<file path="src/rtl/alu_issue_if.sv">
// alu_issue_if -- bundle of every handshake and data signal around alu_issue.
//
// Groups:
//   issue side   : in_valid, in_funct, in_rs, in_rt, in_shamt, in_use_imm,
//                  in_imm, in_dst  (to the block), in_ready (from the block)
//   ALU side     : alu_req (from the block), alu_ans (same-cycle answer back)
//   result side  : out_valid, out_result, out_dst, out_wen, out_zero,
//                  out_ovf, out_illegal (from the block), out_ready (to it)
//
// Modports:
//   slave  -- the alu_issue block itself
//   master -- the environment: producer, consumer and external ALU
interface alu_issue_if;

    typedef struct packed {
        logic [5:0]  op;
        logic [31:0] a;
        logic [31:0] b;
    } alu_req_t;

    typedef struct packed {
        logic [31:0] c;
        logic        over;
        logic        zero;
    } alu_ans_t;

    logic        in_valid;
    logic [5:0]  in_funct;
    logic [31:0] in_rs;
    logic [31:0] in_rt;
    logic [4:0]  in_shamt;
    logic        in_use_imm;
    logic [31:0] in_imm;
    logic [4:0]  in_dst;
    logic        in_ready;

    alu_req_t    alu_req;
    alu_ans_t    alu_ans;

    logic        out_valid;
    logic [31:0] out_result;
    logic [4:0]  out_dst;
    logic        out_wen;
    logic        out_zero;
    logic        out_ovf;
    logic        out_illegal;
    logic        out_ready;

    modport slave (
        input  in_valid, in_funct, in_rs, in_rt, in_shamt, in_use_imm, in_imm, in_dst,
        output in_ready,
        output alu_req,
        input  alu_ans,
        output out_valid, out_result, out_dst, out_wen, out_zero, out_ovf, out_illegal,
        input  out_ready
    );

    modport master (
        output in_valid, in_funct, in_rs, in_rt, in_shamt, in_use_imm, in_imm, in_dst,
        input  in_ready,
        input  alu_req,
        output alu_ans,
        input  out_valid, out_result, out_dst, out_wen, out_zero, out_ovf, out_illegal,
        output out_ready
    );

endinterface

</file>
<file path="src/rtl/alu_issue.sv">
// alu_issue -- two-stage issue pipeline in front of an external combinational
// MIPS R-type ALU.
//
// S1 (request stage) decodes the offered funct into an ALU op and operands at
// capture time and drives alu_req straight from its registers.  S2 (result
// stage) captures the ALU's same-cycle answer together with the destination
// and the write-enable decision.  Both stages use a valid/ready handshake;
// an op accepted on edge k is presented on the result side after edge k+1 and
// can be taken on edge k+2.  Throughput is one op per cycle.
//
// Ports:
//   clk    -- rising-edge clock
//   reset  -- synchronous, active-high reset
//   bus    -- alu_issue_if.slave (issue, ALU request/answer, result)
//
// Configuration macro:
//   ALU_OVF_TRAP_EN -- when defined, signed add/sub overflow is reported on
//                      out_ovf and suppresses the register write.  When not
//                      defined, out_ovf is constant 0 and the wrapped result
//                      is written as usual.
module alu_issue (
    input  logic       clk,
    input  logic       reset,
    alu_issue_if.slave bus
);

    localparam logic [5:0] OP_SLL  = 6'b000000;
    localparam logic [5:0] OP_SRL  = 6'b000010;
    localparam logic [5:0] OP_SRA  = 6'b000011;
    localparam logic [5:0] OP_SLLV = 6'b000100;
    localparam logic [5:0] OP_SRLV = 6'b000110;
    localparam logic [5:0] OP_SRAV = 6'b000111;
    localparam logic [5:0] OP_ADD  = 6'b100000;
    localparam logic [5:0] OP_SUB  = 6'b100010;

    // operand-a source selector
    localparam logic [1:0] A_RS    = 2'd0;
    localparam logic [1:0] A_SHAMT = 2'd1;
    localparam logic [1:0] A_RS5   = 2'd2;

    // true for every funct the ALU understands
    function automatic logic fn_legal(input logic [5:0] f);
        case (f)
            6'b100000, 6'b100001, 6'b100010, 6'b100011,
            6'b100100, 6'b100101, 6'b100110, 6'b100111,
            6'b101010, 6'b101011,
            OP_SLL, OP_SRL, OP_SRA,
            OP_SLLV, OP_SRLV, OP_SRAV: fn_legal = 1'b1;
            default:                   fn_legal = 1'b0;
        endcase
    endfunction

    // variable shifts reuse the immediate-shift ALU ops
    function automatic logic [5:0] fn_map_op(input logic [5:0] f);
        case (f)
            OP_SLLV: fn_map_op = OP_SLL;
            OP_SRLV: fn_map_op = OP_SRL;
            OP_SRAV: fn_map_op = OP_SRA;
            default: fn_map_op = f;
        endcase
    endfunction

    // which field feeds operand a (shift amount for shifts, rs otherwise)
    function automatic logic [1:0] fn_a_sel(input logic [5:0] f);
        case (f)
            OP_SLL, OP_SRL, OP_SRA:    fn_a_sel = A_SHAMT;
            OP_SLLV, OP_SRLV, OP_SRAV: fn_a_sel = A_RS5;
            default:                   fn_a_sel = A_RS;
        endcase
    endfunction

    // S1 registers
    logic        s1_valid_r;
    logic [5:0]  s1_op_r;
    logic [31:0] s1_a_r;
    logic [31:0] s1_b_r;
    logic [4:0]  s1_dst_r;
    logic        s1_illegal_r;

    // S2 registers (drive the result outputs directly)
    logic        out_valid_r;
    logic [31:0] out_result_r;
    logic [4:0]  out_dst_r;
    logic        out_wen_r;
    logic        out_zero_r;
    logic        out_ovf_r;
    logic        out_illegal_r;

    logic        s2_adv_s;
    logic        s1_adv_s;
    logic        in_ready_s;
    logic        accept_s;

    logic        legal_s;
    logic [1:0]  a_sel_s;
    logic [5:0]  op_s;
    logic [31:0] a_s;
    logic [31:0] b_s;

    logic [31:0] res_s;
    logic        zero_s;
    logic        ovf_s;
    logic        wen_s;

    assign s2_adv_s   = !out_valid_r | bus.out_ready;
    assign s1_adv_s   = s1_valid_r & s2_adv_s;
    assign in_ready_s = !s1_valid_r | s2_adv_s;
    assign accept_s   = bus.in_valid & in_ready_s;

    // decode the offered op into ALU op and operands (captured into S1)
    always_comb begin
        legal_s = fn_legal(bus.in_funct);
        a_sel_s = fn_a_sel(bus.in_funct);
        op_s    = 6'b000000;
        a_s     = 32'h0000_0000;
        b_s     = 32'h0000_0000;
        if (legal_s) begin
            op_s = fn_map_op(bus.in_funct);
            case (a_sel_s)
                A_SHAMT: a_s = {27'b0, bus.in_shamt};
                A_RS5:   a_s = {27'b0, bus.in_rs[4:0]};
                default: a_s = bus.in_rs;
            endcase
            // shifts always shift rt, regardless of in_use_imm
            if (a_sel_s != A_RS) begin
                b_s = bus.in_rt;
            end else if (bus.in_use_imm) begin
                b_s = bus.in_imm;
            end else begin
                b_s = bus.in_rt;
            end
        end else begin
            // illegal ops present an all-zero request to the ALU
            op_s = 6'b000000;
            a_s  = 32'h0000_0000;
            b_s  = 32'h0000_0000;
        end
    end

    // S1 request stage: load on accept, empty when it advances, else hold
    always_ff @(posedge clk) begin
        if (reset) begin
            s1_valid_r   <= 1'b0;
            s1_op_r      <= 6'b000000;
            s1_a_r       <= 32'h0000_0000;
            s1_b_r       <= 32'h0000_0000;
            s1_dst_r     <= 5'd0;
            s1_illegal_r <= 1'b0;
        end else if (accept_s) begin
            s1_valid_r   <= 1'b1;
            s1_op_r      <= op_s;
            s1_a_r       <= a_s;
            s1_b_r       <= b_s;
            s1_dst_r     <= bus.in_dst;
            s1_illegal_r <= !legal_s;
        end else if (s1_adv_s) begin
            s1_valid_r   <= 1'b0;
        end else begin
            s1_valid_r   <= s1_valid_r;
        end
    end

    // result, flags and write enable for the op currently in S1
    always_comb begin
        res_s  = 32'h0000_0000;
        zero_s = 1'b0;
        ovf_s  = 1'b0;
        wen_s  = 1'b0;
        if (s1_illegal_r) begin
            res_s  = 32'h0000_0000;
            zero_s = 1'b0;
            ovf_s  = 1'b0;
            wen_s  = 1'b0;
        end else begin
            res_s  = bus.alu_ans.c;
            zero_s = bus.alu_ans.zero;
`ifdef ALU_OVF_TRAP_EN
            ovf_s  = ((s1_op_r == OP_ADD) || (s1_op_r == OP_SUB)) & bus.alu_ans.over;
`else
            ovf_s  = 1'b0;
`endif
            // a trapped overflow must not update the register file
            wen_s  = (s1_dst_r != 5'd0) & !ovf_s;
        end
    end

    // S2 result stage: capture on S1 advance, empty when drained, else hold
    always_ff @(posedge clk) begin
        if (reset) begin
            out_valid_r   <= 1'b0;
            out_result_r  <= 32'h0000_0000;
            out_dst_r     <= 5'd0;
            out_wen_r     <= 1'b0;
            out_zero_r    <= 1'b0;
            out_ovf_r     <= 1'b0;
            out_illegal_r <= 1'b0;
        end else if (s1_adv_s) begin
            out_valid_r   <= 1'b1;
            out_result_r  <= res_s;
            out_dst_r     <= s1_dst_r;
            out_wen_r     <= wen_s;
            out_zero_r    <= zero_s;
            out_ovf_r     <= ovf_s;
            out_illegal_r <= s1_illegal_r;
        end else if (s2_adv_s) begin
            out_valid_r   <= 1'b0;
        end else begin
            out_valid_r   <= out_valid_r;
        end
    end

    assign bus.in_ready    = in_ready_s;
    assign bus.alu_req     = {s1_op_r, s1_a_r, s1_b_r};
    assign bus.out_valid   = out_valid_r;
    assign bus.out_result  = out_result_r;
    assign bus.out_dst     = out_dst_r;
    assign bus.out_wen     = out_wen_r;
    assign bus.out_zero    = out_zero_r;
    assign bus.out_ovf     = out_ovf_r;
    assign bus.out_illegal = out_illegal_r;

endmodule

</file>
<file path="src/flat_wrapper.sv">
// flat-port wrapper written by rule: the top's interface ports become plain ports
module alu_issue_flat 
  (clk, reset, bus_in_valid, bus_in_funct, bus_in_rs, bus_in_rt, bus_in_shamt, bus_in_use_imm, bus_in_imm, bus_in_dst, bus_in_ready, bus_alu_req, bus_alu_ans, bus_out_valid, bus_out_result, bus_out_dst, bus_out_wen, bus_out_zero, bus_out_ovf, bus_out_illegal, bus_out_ready);
  alu_issue_if bus_i ();
  input  logic clk;
  input  logic reset;
  input wire logic [$bits(bus_i.in_valid)-1:0] bus_in_valid;
  input wire logic [$bits(bus_i.in_funct)-1:0] bus_in_funct;
  input wire logic [$bits(bus_i.in_rs)-1:0] bus_in_rs;
  input wire logic [$bits(bus_i.in_rt)-1:0] bus_in_rt;
  input wire logic [$bits(bus_i.in_shamt)-1:0] bus_in_shamt;
  input wire logic [$bits(bus_i.in_use_imm)-1:0] bus_in_use_imm;
  input wire logic [$bits(bus_i.in_imm)-1:0] bus_in_imm;
  input wire logic [$bits(bus_i.in_dst)-1:0] bus_in_dst;
  output wire logic [$bits(bus_i.in_ready)-1:0] bus_in_ready;
  output wire logic [$bits(bus_i.alu_req)-1:0] bus_alu_req;
  input wire logic [$bits(bus_i.alu_ans)-1:0] bus_alu_ans;
  output wire logic [$bits(bus_i.out_valid)-1:0] bus_out_valid;
  output wire logic [$bits(bus_i.out_result)-1:0] bus_out_result;
  output wire logic [$bits(bus_i.out_dst)-1:0] bus_out_dst;
  output wire logic [$bits(bus_i.out_wen)-1:0] bus_out_wen;
  output wire logic [$bits(bus_i.out_zero)-1:0] bus_out_zero;
  output wire logic [$bits(bus_i.out_ovf)-1:0] bus_out_ovf;
  output wire logic [$bits(bus_i.out_illegal)-1:0] bus_out_illegal;
  input wire logic [$bits(bus_i.out_ready)-1:0] bus_out_ready;
  assign bus_i.in_valid = bus_in_valid;
  assign bus_i.in_funct = bus_in_funct;
  assign bus_i.in_rs = bus_in_rs;
  assign bus_i.in_rt = bus_in_rt;
  assign bus_i.in_shamt = bus_in_shamt;
  assign bus_i.in_use_imm = bus_in_use_imm;
  assign bus_i.in_imm = bus_in_imm;
  assign bus_i.in_dst = bus_in_dst;
  assign bus_in_ready = bus_i.in_ready;
  assign bus_alu_req = bus_i.alu_req;
  assign bus_i.alu_ans = bus_alu_ans;
  assign bus_out_valid = bus_i.out_valid;
  assign bus_out_result = bus_i.out_result;
  assign bus_out_dst = bus_i.out_dst;
  assign bus_out_wen = bus_i.out_wen;
  assign bus_out_zero = bus_i.out_zero;
  assign bus_out_ovf = bus_i.out_ovf;
  assign bus_out_illegal = bus_i.out_illegal;
  assign bus_i.out_ready = bus_out_ready;
  alu_issue u_core (.clk(clk), .reset(reset), .bus(bus_i));
endmodule
</file>
<file path="config.mk">
export PLATFORM = sky130hd
export DESIGN_NAME = alu_issue_flat
export DESIGN_NICKNAME = d
export VERILOG_FILES = /design/src/rtl/alu_issue_if.sv /design/src/rtl/alu_issue.sv /design/src/flat_wrapper.sv
export SDC_FILE = /design/constraint.sdc
export NUM_CORES = 1
export LEC_CHECK = 0
export CORE_UTILIZATION = 42
export CTS_CLUSTER_DIAMETER = 50
export DETAILED_ROUTE_END_ITERATION = 8
export GPL_ROUTABILITY_DRIVEN = 0
export GPL_TIMING_DRIVEN = 0
export PLACE_DENSITY = 0.86
export SLEW_MARGIN = 5
export SYNTH_ARGS = -nofsm -noshare
export SYNTH_HDL_FRONTEND = slang
export SYNTH_SLANG_ARGS = --single-unit
export TNS_END_PERCENT = 30
</file>
<file path="constraint.sdc">
create_clock -name clk -period 7.15 [get_ports clk]
set_input_delay 1.43 -clock clk [delete_from_list [all_inputs] [get_ports clk]]
set_output_delay 1.43 -clock clk [all_outputs]
set_load 0.005 [all_outputs]
</file>
==> results.yml <==
floorplanning:
  core-area_um2: 10900
  die_area_um2: 11700
  chipWidth_um: 108
  top_level_ports: 264
  start_util: 0.434
  die_height_um: 108
  rows: 38
synth:
  syn-cell-area_um2: 4740
  synth-main-ff-cell: "dfxtp_1"
  synthDistinctLibCells: 36
  net_count_after_synthesis: 599
  yosysTopAreaCell: "dfxtp_1"
  async_reset_ff_frac: 0
  synth_enable_flop_cells: 0
  syn_area_per_cell_um2: 10.7
  syn-instance-count: 445
  synth.top_cell.area_share: 0.498
  synth.yosys.seq_area_share: 0.498
  count_of_yosys_warnings_during_synthesis: 0
  synth.ff_latch_count: 118
  synth_area_leaders: "dfxtp_1 50%, o2bb2ai_2 9.5%, mux2i_1 7.0%"
finish:
  fraction_of_final_layout_cells_with_drive_strength_greater_than_1: 0.111
  antenna-diode-count: 0
  fill_cells: 766
  reg_area_um2: 2360
  multiInputGateArea_um2: 2130
  finish.net_count: 878
  layout-area-overhead-vs-synth_pct: 70.7
power_and_ir_drop:
  switching_share: 0.217
  powerDensity_nw_per_um2: 216
  clkPwrFrac: 0.466
  combPwrFrac: 0.135
  leakagePower_nw: 3.07
  internal_mw: 1.37
  worst_ir_drop_vdd_mv: 0.158
  finalPower_mw: 1.75
  net-switching-power_mw: 0.381
  seq_power_share: 0.399
placement:
  dp.final_hpwl_um: 11300
  port_buffer_cells: 260
detailed_routing:
  vias: 4456
  wl_per_cell_um: 17.0
  firstDrtPassIters: 4
  drt_iter0_drc: 198
  dr_drc_count: 0
  drt-vias-per-instance: 5.09
  postRouteAntennaNets: 0
  wl_um: 14900
setup_path:
  critPathMaxFanout: 4
  required_ns: 5.72
  critical_path_end_type: "output port"
  r2r_slack_ns: 5.30
  timing.critical_path.from_type: "primary input"
  path_class: "in -> out"
  critPathArrivalTime_ns: 2.60
global_routing:
  use_met3: 0.0796
  grt_most_used_layer: "met2"
  grt_pass1_vias: 4533
  grt_antenna_before_repair: 0
  global_route.overflow_total: 0
  wire_length_of_the_first_global_routing_pass_um: 22400
  largest_net_degree_at_the_start_of_global_routing: 17
  grt_use_met2: 0.450
  global_route.usage.total: 0.253
  use_met1: 0.277
cts:
  cts_num_sinks: 118
  ctsResizeCount: 0
  cts-root-to-sink-buffers: 2
  numCtsBuffers: 17
  clock_tree_from_tritoncts: "done"
  number_of_h_tree_branching_levels: 4
  cts_setup_buffers: 0
  path_clk_slew_ns: 0.05
  worst_skew_pair.late_latency_ns: 0.41
  root_buffer: "clkbuf_16"
  cts-hold-fix-buffers: 0
sta:
  finalWorstPathRequiredPeriod_ns: 4.03
  setup_repair_after_global_routing_missed_its_margin: "false"
  setup_total_negative_slack_ns: 0
  post_route_fraction_of_the_period_consumed_by_the_critical_path: 0.564
  worst_pin_slew_ns: 0.760
  max_clock_freq_ghz: 0.248
  max_slew_margin: 0.493
  timing.final.hold_violations: 0
  skew_ns: 0.00430
  setup_viol: 0
  report.final.slew_viol_count: 0
status:
  result_of_the_run: "finished, final reports clean"
run:
  cap_violations: 0
worst_hold_path:
  min-delay-path-class: "reg -> reg"
## cells in the final DEF, fill, tap and decap left out, drive strengths merged, types with 20 or more instances in the layout
cell,netlist,routed
a21oi,51,51
nand2,64,64
mux2i,33,33
nand3b,34,34
buf,20,20
o2bb2ai,37,37
a22o,27,27
dfxtp,118,118
clkdlybuf4s50,0,260
clkbuf,18,47
## state kept, by name, summed over array words and instances, names as in the netlist
name,flops
u_core.bus.out_valid,1
u_core.s1_a_r,32
u_core.s1_valid_r,1
u_core.s1_dst_r,5
u_core.s1_illegal_r,1
u_core.bus.out_wen,1
u_core.s1_op_r,6
u_core.bus.out_dst,5
u_core.bus.out_illegal,1
u_core.bus.out_result,32
u_core.s1_b_r,32
u_core.bus.out_zero,1
## path summary, 6_finish.rpt
path | end | cells past startpoint | from
setup / recovery | bus_in_ready | 3 | bus_out_ready
hold / removal | u_core.bus.out_result[17] | 2 | u_core.bus.out_result[17]
setup reg to reg | u_core.s1_a_r[29] | 6 | u_core.s1_valid_r
hold reg to reg | u_core.bus.out_result[17] | 2 | u_core.bus.out_result[17]
## metal layers
metal	up-vias	share of wire
met5	-	0
met4	0	0.022
met3	25	0.076
met2	191	0.50
met1	2084	0.40
li1	2156	-
## synthesized netlist by cell type, types with 4 or more instances
library cell,instances
buf_2,4
nand2_1,63
nor2_1,5
nand3b_1,33
a22o_1,27
mux2i_1,33
a21oi_1,51
o2bb2ai_1,7
a32oi_1,5
clkbuf_1,18
inv_1,6
o2bb2ai_2,30
dfxtp_1,118
buf_4,5
buf_6,8
## cell type report
cell class | count | area share
Buffer | 38 | 0.0280
Clock buffer | 29 | 0.0668
Clock inverter | 2 | 0.00433
Inverter | 6 | 0.00278
Multi-Input combinational cell | 283 | 0.263
Sequential cell | 118 | 0.292
Tap cell | 140 | 0.0216
Timing Repair Buffer | 260 | 0.321
## power by group through the flow
stage                     sequential [mW]  combinational [mW]  clock, mW
after global placement              0.709               0.230          0
after CTS                           0.698               0.238      0.825
after detailed placement            0.711               0.235          0
after global routing                0.700               0.254      0.859
final                               0.698               0.237      0.816
after floorplan                     0.710              0.0882          0
## cells by family after synthesis
group / share of synthesized area
compound gates: 0.234
fa+ha+maj: 0.00792
buf+inv: 0.0525
flops: 0.498
mux: 0.0697
other cells: 0.000791
simple gates: 0.137
## critical path, stage by stage
cell and delay [ns]:
clkdlybuf4s50_1 0.48, nand3b_4 0.15, clkdlybuf4s50_1 0.54
## per-stage QoR
step	instances	cell area (um2)	hold slack [ns]	setup WS, ns	util
floorplan	445	4740	0.445	3.87	-
global placement	845	7520	0.439	3.04	0.688
detailed placement	845	7520	0.446	2.99	0.688
CTS	876	8100	0.454	3.12	0.740
global route	876	8100	0.473	3.09	0.740
finish	876	8100	0.448	3.12	0.740
Note: power is estimated with default switching activity, not from simulation.
